`src/rtl/ntsc_timing_pkg.sv`:
```
// NTSC sync generator timing constants, line classification and sync level lookup.
// Build option: define NTSC_EQ_PULSES_EN to give lines 0..2 and 6..8 equalizing pulses;
// without it those lines carry the ordinary horizontal sync.
package ntsc_timing_pkg;

    // Horizontal timing in 0.5 us ticks
    localparam logic [6:0] H_TOTAL      = 7'd127;
    localparam logic [6:0] H_SYNC       = 7'd9;
    localparam logic [6:0] H_ACT_START  = 7'd20;
    localparam logic [6:0] H_ACT_END    = 7'd124;
    localparam logic [6:0] H_HALF       = 7'd63;
    localparam logic [6:0] H_VSYNC_LEN  = 7'd54;
    localparam logic [6:0] H_EQ_LEN     = 7'd5;

    // Vertical timing in lines (progressive 262-line frame)
    localparam logic [8:0] V_TOTAL      = 9'd262;
    localparam logic [8:0] V_ACT_START  = 9'd20;
    localparam logic [8:0] V_ACT_END    = 9'd260;
    localparam logic [8:0] V_SYNC_START = 9'd3;
    localparam logic [8:0] V_SYNC_END   = 9'd5;
    // First equalizing range starts at line 0, so only its end is needed
    localparam logic [8:0] V_EQ1_END    = 9'd2;
    localparam logic [8:0] V_EQ2_START  = 9'd6;
    localparam logic [8:0] V_EQ2_END    = 9'd8;
    // Row prefetch runs one line ahead of the active picture
    localparam logic [8:0] V_FETCH_START = 9'd19;
    localparam logic [8:0] V_FETCH_END   = 9'd258;

    // Composite DAC codes
    localparam logic [2:0] SYNC_LVL  = 3'd0;
    localparam logic [2:0] BLANK_LVL = 3'd1;

`ifdef NTSC_EQ_PULSES_EN
    localparam bit EQ_PULSES_EN = 1'b1;
`else
    localparam bit EQ_PULSES_EN = 1'b0;
`endif

    typedef enum logic [1:0] {
        LINE_NORMAL,
        LINE_VSYNC,
        LINE_EQ
    } line_kind_e;

    function automatic line_kind_e classify_line(input logic [8:0] l);
        line_kind_e kind;
        logic       is_eq;
        kind  = LINE_NORMAL;
        is_eq = (l <= V_EQ1_END) || (l >= V_EQ2_START && l <= V_EQ2_END);
        if (l >= V_SYNC_START && l <= V_SYNC_END)
            kind = LINE_VSYNC;
        else if (EQ_PULSES_EN && is_eq)
            kind = LINE_EQ;
        return kind;
    endfunction

    function automatic logic [2:0] sync_level(input logic [8:0] l, input logic [6:0] h);
        logic low;
        low = 1'b0;
        case (classify_line(l))
            LINE_VSYNC: low = (h < H_VSYNC_LEN) ||
                              (h >= H_HALF && h < H_HALF + H_VSYNC_LEN);
            LINE_EQ:    low = (h < H_EQ_LEN) ||
                              (h >= H_HALF && h < H_HALF + H_EQ_LEN);
            default:    low = (h < H_SYNC);
        endcase
        return low ? SYNC_LVL : BLANK_LVL;
    endfunction

endpackage

```
`src/rtl/ntsc_tick_div.sv`:
```
// Divides the system clock down to the 0.5 us timing tick.
// tick is high for the one cycle in which the divider sits at DIV-1.
module ntsc_tick_div
    import ntsc_timing_pkg::*;
#(
    parameter int DIV = 12
) (
    input  logic clk,
    input  logic rst_n,
    output logic tick
);

    localparam int             CW   = (DIV > 1) ? $clog2(DIV) : 1;
    localparam logic [CW-1:0]  LAST = CW'(DIV - 1);

    logic [CW-1:0] count;

    // Free-running 0..DIV-1 counter, cleared by reset
    always_ff @(posedge clk) begin
        if (!rst_n)
            count <= '0;
        else if (count == LAST)
            count <= '0;
        else
            count <= count + 1'b1;
    end

    assign tick = (count == LAST);

endmodule

```
`src/rtl/ntsc_sync_gen.sv`:
```
// NTSC composite sync / raster timing generator with line-cache prefetch requests.
// Build option: NTSC_EQ_PULSES_EN adds equalizing pulses on lines 0..2 and 6..8.
// All outputs are registered and follow the (line, hcount) counters by one clock.
module ntsc_sync_gen
    import ntsc_timing_pkg::*;
#(
    parameter int DIV = 12
) (
    input  logic       sys_clk,
    input  logic       sys_rst_n,
    output logic       tick,
    output logic [6:0] hcount,
    output logic [8:0] line,
    output logic       row_enable,
    output logic       vblank,
    output logic [2:0] sync_signal,
    output logic       fetch_req,
    output logic [7:0] fetch_row,
    output logic       frame_start
);

    logic       tick_strobe;
    logic [6:0] h_cnt;
    logic [8:0] l_cnt;
    logic       at_line_start;

    ntsc_tick_div #(.DIV(DIV)) u_tick_div (
        .clk   (sys_clk),
        .rst_n (sys_rst_n),
        .tick  (tick_strobe)
    );

    // Registered tick marks the cycle right after the counters moved
    assign at_line_start = tick && (h_cnt == 7'd0);

    // Raster position counters advance once per timing tick
    always_ff @(posedge sys_clk) begin
        if (!sys_rst_n) begin
            h_cnt <= '0;
            l_cnt <= '0;
        end else if (tick_strobe) begin
            if (h_cnt == H_TOTAL - 7'd1) begin
                h_cnt <= '0;
                l_cnt <= (l_cnt == V_TOTAL - 9'd1) ? 9'd0 : l_cnt + 9'd1;
            end else begin
                h_cnt <= h_cnt + 7'd1;
            end
        end
    end

    // Output stage decodes the current raster position into sync, blanking and fetch strobes
    always_ff @(posedge sys_clk) begin
        if (!sys_rst_n) begin
            tick        <= 1'b0;
            hcount      <= '0;
            line        <= '0;
            row_enable  <= 1'b0;
            vblank      <= 1'b1;
            sync_signal <= BLANK_LVL;
            fetch_req   <= 1'b0;
            fetch_row   <= '0;
            frame_start <= 1'b0;
        end else begin
            tick        <= tick_strobe;
            hcount      <= h_cnt;
            line        <= l_cnt;
            row_enable  <= (l_cnt >= V_ACT_START && l_cnt < V_ACT_END) &&
                           (h_cnt >= H_ACT_START && h_cnt < H_ACT_END);
            vblank      <= !(l_cnt >= V_ACT_START && l_cnt < V_ACT_END);
            sync_signal <= sync_level(l_cnt, h_cnt);
            fetch_req   <= at_line_start && (l_cnt >= V_FETCH_START) && (l_cnt <= V_FETCH_END);
            if (at_line_start && (l_cnt >= V_FETCH_START) && (l_cnt <= V_FETCH_END))
                fetch_row <= 8'(l_cnt - V_FETCH_START);
            frame_start <= at_line_start && (l_cnt == 9'd0);
        end
    end

endmodule

```
`config.mk`:
```
export PLATFORM = sky130hd
export DESIGN_NAME = ntsc_sync_gen
export DESIGN_NICKNAME = d
export VERILOG_FILES = /design/src/rtl/ntsc_timing_pkg.sv /design/src/rtl/ntsc_tick_div.sv /design/src/rtl/ntsc_sync_gen.sv
export SDC_FILE = /design/constraint.sdc
export NUM_CORES = 1
export LEC_CHECK = 0
export CORE_ASPECT_RATIO = 1.2
export CORE_MARGIN = 2
export CORE_UTILIZATION = 62
export DETAILED_ROUTE_END_ITERATION = 8
export DONT_BUFFER_PORTS = 1
export PLACE_DENSITY_LB_ADDON = 0.1
export REMOVE_ABC_BUFFERS = 1
export SYNTH_ARGS = -nofsm -noshare
export SYNTH_HDL_FRONTEND = slang
export SYNTH_HIERARCHICAL = 1
export SYNTH_SLANG_ARGS = --single-unit
```
`constraint.sdc`:
```
create_clock -name sys_clk -period 2.2 [get_ports sys_clk]
set_input_delay 0.22 -clock sys_clk [delete_from_list [all_inputs] [get_ports sys_clk]]
set_output_delay 0.22 -clock sys_clk [all_outputs]
set_load 0.005 [all_outputs]
```
# == Word-level counts from Yosys, hierarchy flattened ==
# Cells that the tools add are included.
# op_classes
n_bitwise,1
n_addsub,4
eq_ne,5
n_reduce_logical,17
n_mux,7
magnitude_cmp,14
# ops
op,count
$lt A7 B7 Y1 const B,3
$ge A9 B5 Y1 const B,2
$logic_and A1 B1 Y1,10
$add A9 B1 Y9 const B,1
$eq A9 B9 Y1 const B,1
$ge A9 B2 Y1 const B,1
$le A9 B3 Y1 const B,1
$le A9 B9 Y1 const B,1
$logic_not A9 Y1,1
$lt A9 B9 Y1 const B,1
$mux W9,1
$sub A8 B5 Y8 const B,1
$add A7 B1 Y7 const B,1
$eq A7 B7 Y1 const B,1
$ge A7 B5 Y1 const B,1
$ge A7 B6 Y1 const B,1
$logic_not A7 Y1,1
$lt A7 B3 Y1 const B,1
$lt A7 B4 Y1 const B,1
$lt A7 B6 Y1 const B,1
$mux W7,1
$add A4 B1 Y4 const B,1
$eq A4 B4 Y1 const B,1
$mux W1,3
9 further kinds,10
# word_totals
ff_bits,52
wordCells,60
input_bits,2

# == Logic depth before layout (Yosys ltp) ==
# Gate-level depths: netlist (run 1).
# logic_depth
word_depth,8
ltp_mapped,7

# == Hierarchy ==
# Netlist (run 1), hierarchy kept.
# modules_own_cells
mod,seq_area_each_um2,area_each_um2,n_inst,cells_per_inst
ntsc_sync_gen,920.9,2114.5,1,235
ntsc_tick_div,80.1,175.2,1,18

# == Worst setup path before layout (run 1) ==
# OpenSTA, ideal clock, no wires.
# synth_timing
path_type,flip-flop to flip-flop
startpoint,reg l_cnt[0]
endpoint,reg fetch_row[4]
path_slack_ns,0.169
stages_incl_launch_ff,6
arrival_time_ns,1.910
n_path_buf,1
cell_sequence,dfxtp_1 -> ha_1 -> buf_4 -> o41a_1 -> o311ai_4 -> mux2_4
# synth_via
elab_chain_cells,3
word_cells_on_any_way,5
classes_between,add/sub: 1; order compare: 2; reduce/logical: 2
# synth_rtl
element,line_no,text
"start, declared",ntsc_sync_gen.sv:24,logic [8:0] l_cnt;
"start signal, assigned",ntsc_sync_gen.sv:44,l_cnt <= (l_cnt == V_TOTAL - 9'd1) ? 9'd0 : l_cnt + 9'd1;
$ge A9 B5 Y1,ntsc_sync_gen.sv:72,if (at_line_start && (l_cnt >= V_FETCH_START) && (l_cnt <= V_FETCH_END))
$logic_and A1 B1 Y1 (2 in a row),ntsc_sync_gen.sv:72,
"end signal, assigned",ntsc_sync_gen.sv:73,fetch_row <= 8'(l_cnt - V_FETCH_START);
"end, declared",ntsc_sync_gen.sv:18,"output logic [7:0] fetch_row,"
# Parallel ways exist; a longest one is shown, timed or not.
# A chain may end at the register's enable or synchronous reset.

# == Worst setup path after layout (run 1) ==
# layout_timing
startpoint,reg l_cnt[0]
endpoint,reg fetch_row[5]
# Same word-level chain as after synthesis.

==> flow_summary.yaml, run 1 <==
outcome:
  status: "completed"
cells_and_area:
  area.growth.synth_to_final_pct: 2.68
  final_nets: 256
  filler_cell_count: 301
  insertedDiodeCount: 0
  drive_above_1_share: 0.0976
timing:
  setup_slack_ns: 0.260
  drv_slew: 0
  fin_skew_ns: 0.00630
  layout_min_cycle_time_ns: 1.94
  max_freq_mhz: 515
  min_period_over_period: 0.882
  hold_viol: 0
  rsz0062_at_grt: "no"
  setup_viol: 0
  setup_tns_ns: 0
critical_path:
  cpMaxStageDelayCell: "o41a_1"
  crit_family: "compound AO/OA/AOI/OAI gates"
  startpoint: "l_cnt[0]"
  path_buf_inv: 1
  rrSetupSlack_ns: 0.26
  cp.arrival_ns: 2.16
  critPathMaxStageDelay_ns: 0.43
  cp_max_fo: 8
  crit_required_ns: 2.42
  worstReg2RegEnd: "fetch_row[5]"
  crit_type: "reg -> reg"
  rr_startpoint: "l_cnt[0]"
  rr_worst_depth: 5
  setup.worst_path.end_class: "flip-flop"
  cp-start-kind: "flip-flop"
  path_cells: "ha_1 > o41a_1 > o311ai_4 > buf_4 > mux2i_1"
drt:
  via_per_inst: 6.07
  vias: 1729
  wl_per_cell_um: 16.2
  routed_wl_mm: 4.60
  dr.pass1.iters: 4
  postRouteAntennaNets: 0
  initialDrtViolationCount: 81
  drc: 0
pwr:
  peakVddDrop_uv: 401
  leakage_uw: 0.000923
  power_density_nw_per_um2: 618
clocking:
  hold_buffers: 0
  htreeDepth: 2
  cts_resized: 0
  path_clk_slew_ns: 0.08
  clockBufferDepth: 2
  post_cts_buffers: 0
  cts_buffers: 5
  clock_sinks: 50
  cts_tree: "done"
  cts_root_buffer: "clkbuf_8"
  clk_latency_ns: 0.29
logic_synthesis:
  async_flop_share: 0
  synthCells: 253
  ys.warnings.count: 6
  ys_types: 52
  syn-cell-area_sq_um: 2290
  ys_seq_area_frac: 0.437
  syn-mean-instance-area_sq_um: 9.05
  synthFlopType: "dfxtp_1"
  synth_seq_cells: 50
  synth_edf_count: 0
min_path:
  min_path_cells: 1
  hold_class: "in -> reg"
  min_from: "sys_rst_n"
  hold_path_end: "sync_signal[0]"
floorplan:
  die_x_um: 59.5
  std_cell_rows: 24
  ios: 34
  die-area_sq_um: 4200
  initial_core_util: 0.641
  die_h_um: 70.6
  core_sq_um: 3570
place:
  place_ws_ns: 0.326
  place_hpwl_mm: 3.09
  io_buffers: 0
  routabilityCongestion: 0.896
global_route:
  grt_pass1_vias: 1699
  grt_first_pass_wirelength_mm: 7.64
  grt-ovfl-total: 0
  antenna_found_initial: 0
  grt_usage: 0.237
  grt_max_degree: 41
flow_run:
  cap_violations: 0
layout make-up:
cell class              count  area, sq um  share of cell area
inverters                   7         26.3              0.0112
multi-input cells         176         1140               0.485
clock buffers               6         82.6              0.0351
well taps                  39         48.8              0.0208
repair buffers              7         52.6              0.0224
flip-flops and latches     50         1000               0.426
stage by stage:
step | cell area, sq um | hold WS (ns) | instances | total power (uW) | util
2_1_floorplan | 2170 | 0.296 | 233 | 952 | -
5_1_grt | 2350 | 0.0271 | 285 | 1510 | 0.658
6_report | 2350 | 0.0282 | 285 | 1450 | 0.658
3_3_place_gp | 2270 | 0.329 | 279 | 957 | 0.635
4_1_cts | 2350 | 0.0230 | 285 | 1460 | 0.658
3_5_place_dp | 2270 | 0.321 | 279 | 960 | 0.635
cell families (layout without fill, tap and decap cells):
logic type / count (synthesis) / after routing / share of synthesized area
flops: 50 / 50 / 0.437
other cells: 1 / 2 / 0.00164
simple gates: 103 / 103 / 0.246
fa+ha+maj: 7 / 7 / 0.0382
compound gates: 48 / 48 / 0.142
mux: 8 / 8 / 0.0372
buf+inv: 28 / 20 / 0.0667
xor+xnor: 8 / 8 / 0.0306
cells in the mapped netlist, types with 2 or more instances:
cell | n | area share
buf_6 | 2 | 0.0098
nand3_1 | 7 | 0.015
or3_1 | 3 | 0.0082
buf_4 | 8 | 0.026
mux2i_1 | 7 | 0.031
a21oi_1 | 13 | 0.028
xnor2_1 | 4 | 0.015
inv_1 | 7 | 0.011
nor2_1 | 20 | 0.033
and3_1 | 2 | 0.0055
clkbuf_1 | 9 | 0.015
buf_2 | 2 | 0.0044
nand4_1 | 7 | 0.019
and4_1 | 3 | 0.011
a211oi_1 | 2 | 0.0066
o21ai_0 | 15 | 0.033
dfxtp_1 | 50 | 0.44
ha_1 | 7 | 0.038
nand4b_1 | 2 | 0.0077
and2_1 | 14 | 0.038
o21a_1 | 2 | 0.0066
o31ai_1 | 4 | 0.013
nand2_1 | 23 | 0.038
xor2_1 | 4 | 0.015
nor3_1 | 7 | 0.015
or4_1 | 3 | 0.0098
metal layers:
metal | routed length, um | part of all wire | up-vias | GRT usage
li1 | - | - | 861 | -
met5 | 0 | 0 | - | 0
met3 | 142 | 0.031 | 5 | 0.0567
met1 | 1980 | 0.43 | 834 | 0.270
met4 | 68 | 0.015 | 0 | 0.0884
met2 | 2410 | 0.52 | 29 | 0.418
layout by cell type (no fill, tap or decap), types with 2 or more instances in the layout:
cell type	instances
nand4_1	7
or4_1	3
ha_1	7
or3_1	3
conb_1	2
inv_1	7
o31ai_1	4
nor3_1	7
a21oi_1	13
buf_4	7
xnor2_1	4
clkbuf_8	6
nand4b_1	2
nand3_1	7
and3_1	2
mux2i_1	7
nor2_1	20
nand2_1	23
and2_1	14
and4_1	3
a211oi_1	2
o21ai_0	15
dfxtp_1	50
xor2_1	4
o21a_1	2
flip-flops by register name, summed over array words and instances, names as in the netlist:
register          count
l_cnt                 9
line                  9
fetch_row             8
h_cnt                 7
hcount                7
u_tick_div/count      4
fetch_req             1
frame_start           1
row_enable            1
sync_signal           1
tick                  1
vblank                1
power by group:
group	total, uW	switching [uW]	internal [uW]
Combinational	23.9	14.7	9.15
Clock	515	272	243
Sequential	915	4.99	910
worst max-delay path by stage:
stage / end / slack, ns / cells past startpoint
finish: fetch_row[5] / 0.26 / 5
CTS: fetch_row[5] / 0.26 / 5
global route: fetch_row[5] / 0.19 / 5
detailed placement: fetch_row[5] / 0.33 / 5
floorplan: fetch_row[4] / 0.20 / 4
global placement: fetch_row[2] / 0.40 / 5
Power figures use the tool's default switching activity.
==> run 2, diff against run 1 <==
--- a/config.mk
+++ b/config.mk
@@ -5,6 +5,7 @@
 export SDC_FILE = /design/constraint.sdc
 export NUM_CORES = 1
 export LEC_CHECK = 0
+export ABC_AREA = 1
 export CORE_ASPECT_RATIO = 1.2
 export CORE_MARGIN = 2
 export CORE_UTILIZATION = 62
==> flow_summary.yaml, run 2 <==
outcome:
  status: "completed"
timing:
  rsz0062_at_grt: "no"
  setup_slack_ns: 0.452
  worst_pin_slew_ns: 0.515
  hold_viol: 0
  max_freq_mhz: 572
  setup_viol: 0
  setup_tns_ns: 0
  relSlewSlack: 0.656
  fin_skew_ns: 0.0104
  drv_slew: 0
  min_period_over_period: 0.795
  layout_min_cycle_time_ns: 1.75
critical_path:
  cp-start-kind: "flip-flop"
  rr_worst_depth: 10
  setup.worst_path.end_class: "flip-flop"
  crit_type: "reg -> reg"
  crit_required_ns: 2.41
  rr_startpoint: "l_cnt[1]"
  cp_max_fo: 10
  rrSetupSlack_ns: 0.45
  cp.arrival_ns: 1.96
  worstReg2RegEnd: "fetch_row[0]"
logic_synthesis:
  synth_common_cells: "nand2_1, inv_1, dfxtp_1"
  async_flop_share: 0
  ys_seq_area_frac: 0.410
  syn-mean-instance-area_sq_um: 7.07
  synth_top_area_share: 0.410
  ys_types: 34
  synthCells: 345
  synth_top_cell_by_area: "dfxtp_1"
  synth_edf_count: 0
  synth_area_leaders: "dfxtp_1, nand2_1, inv_1"
  synth.most_common_cell: "nand2_1"
  ys.warnings.count: 6
  synthFlopType: "dfxtp_1"
  syn-cell-area_sq_um: 2440
  synth_seq_cells: 50
pwr:
  p_sw_uw: 335
  intPower_uw: 1140
  power_density_nw_per_um2: 581
  p_seq_frac: 0.619
  p_sw_frac: 0.227
  clockPowerShare: 0.367
  leakage_uw: 0.00125
  peakVddDrop_uv: 389
  p_total_uw: 1480
  p_comb_frac: 0.015
floorplan:
  die_h_um: 72.7
  initial_core_util: 0.660
  std_cell_rows: 24
  core_sq_um: 3690
  die_x_um: 61.3
  ios: 34
  die-area_sq_um: 4450
drt:
  routed_wl_mm: 5.17
  drc: 0
  dr.pass1.iters: 5
  vias: 2028
  via_per_inst: 5.11
  postRouteAntennaNets: 0
  wl_per_cell_um: 13.0
  initialDrtViolationCount: 148
global_route:
  grt_util_met2: 0.449
  use_met3: 0.0674
  grt_max_degree: 35
  antenna_found_initial: 0
  grt_pass1_vias: 1869
  met1_usage: 0.283
  grt_first_pass_wirelength_mm: 8.32
  grt-ovfl-total: 0
  grt_usage: 0.255
  busiest_layer: "met2"
place:
  io_buffers: 0
  place_hpwl_mm: 3.80
  placed_cells: 388
  placed_area_sq_um: 2440
  routabilityCongestion: 0.927
  place_ws_ns: 0.493
clocking:
  post_cts_buffers: 0
  clockBufferDepth: 2
  cts_root_buffer: "clkbuf_8"
  cts_resized: 0
  htreeDepth: 2
  cts_tree: "done"
  cts_buffers: 5
  clock_sinks: 50
  hold_buffers: 0
  clk_latency_ns: 0.31
  path_clk_slew_ns: 0.10
min_path:
  min_from: "sys_rst_n"
  hold_class: "in -> reg"
  min_path_cells: 2
  hold_path_end: "line[7]"
cells_and_area:
  area.growth.synth_to_final_pct: 4.31
  largestRegisters: "l_cnt: 9 flops, line: 9 flops, fetch_row: 8 flops"
  design_area_sq_um: 2540
  fin_cells: 397
  final_nets: 353
  final_common_cell: "nand2_1"
  drive_above_1_share: 0.113
  insertedDiodeCount: 0
  most-common-layout-cells: "nand2_1, inv_1, dfxtp_1, nor2_1, nand3_1"
  filler_cell_count: 350
flow_run:
  cap_violations: 0
run 2: changes by cell type after synthesis, sizes merged, moves of 4 or more:
cell / previous run / this run
a21oi: 13 / 9
nand2: 23 / 100
nor2: 20 / 49
inv: 7 / 56
mux2i: 7 / 0
nand3: 8 / 29
and2: 15 / 0
or4: 4 / 0
xnor2: 4 / 0
clkbuf: 9 / 3
buf: 12 / 8
o31ai: 4 / 0
or3: 4 / 0
o21ai: 16 / 12
run 2: area by class of cell:
cell class              instances  area, sq um  share of cell area
well taps                      52         65.1              0.0256
flip-flops and latches         50         1000               0.394
repair buffers                  2         17.5             0.00689
inverters                      56          215              0.0846
multi-input cells             229         1150               0.454
clock buffers                   5         68.8              0.0271
clock inverters                 3         21.3             0.00836
run 2: how the worst max path moves through the flow:
stage	end	startpoint	slack (ns)	depth (start not counted)
final	fetch_row[0]	l_cnt[1]	0.45	10
after global routing	fetch_row[0]	l_cnt[1]	0.30	10
after CTS	fetch_row[0]	l_cnt[1]	0.48	10
after detailed placement	fetch_row[0]	l_cnt[1]	0.49	10
after global placement	fetch_row[6]	l_cnt[1]	0.52	10
after floorplan	fetch_row[0]	l_cnt[0]	0.69	10
run 2: cells by family after synthesis:
kind of cell / Yosys count / share of synthesized area
XOR/XNOR: 3 / 0.0108
buffers and inverters: 67 / 0.117
flip-flops: 50 / 0.410
AND/OR/NAND/NOR: 190 / 0.361
other: 1 / 0.00154
AO/OA/AOI/OAI: 27 / 0.0631
adder cells (fa/ha/maj): 7 / 0.0359
run 2: through the flow:
step	hold WS, ns	utilization
global route	0.000404	0.689
detailed placement	0.326	0.662
floorplan	0.305	-
finish	0.00781	0.689
global placement	0.324	0.662
CTS	0.00377	0.686
run 2: metal layers:
metal,part of all wire,vias to the layer above
met5,0,-
met4,0.019,0
met3,0.034,6
met2,0.53,40
met1,0.41,936
li1,-,1046
run 2: power groups by stage:
stage / Combinational, uW / Sequential, uW / Clock [uW]
2_1_floorplan: 16.8 / 934 / 0
3_3_place_gp: 19.9 / 935 / 0
3_5_place_dp: 19.9 / 935 / 0
4_1_cts: 20.0 / 914 / 549
5_1_grt: 24.5 / 915 / 577
6_report: 21.7 / 914 / 541
run 2: worst max-delay path: stages, from the launching register on:
cell and delay [ns]:
dfxtp_1 0.44, ha_1 0.35, inv_1 0.09, nand2_1 0.07, nand2_1 0.12, nand2_2 0.13, nand2_2 0.09, nor2_8 0.16
nand2_1 0.07, nand2_1 0.06, nor2_1 0.04
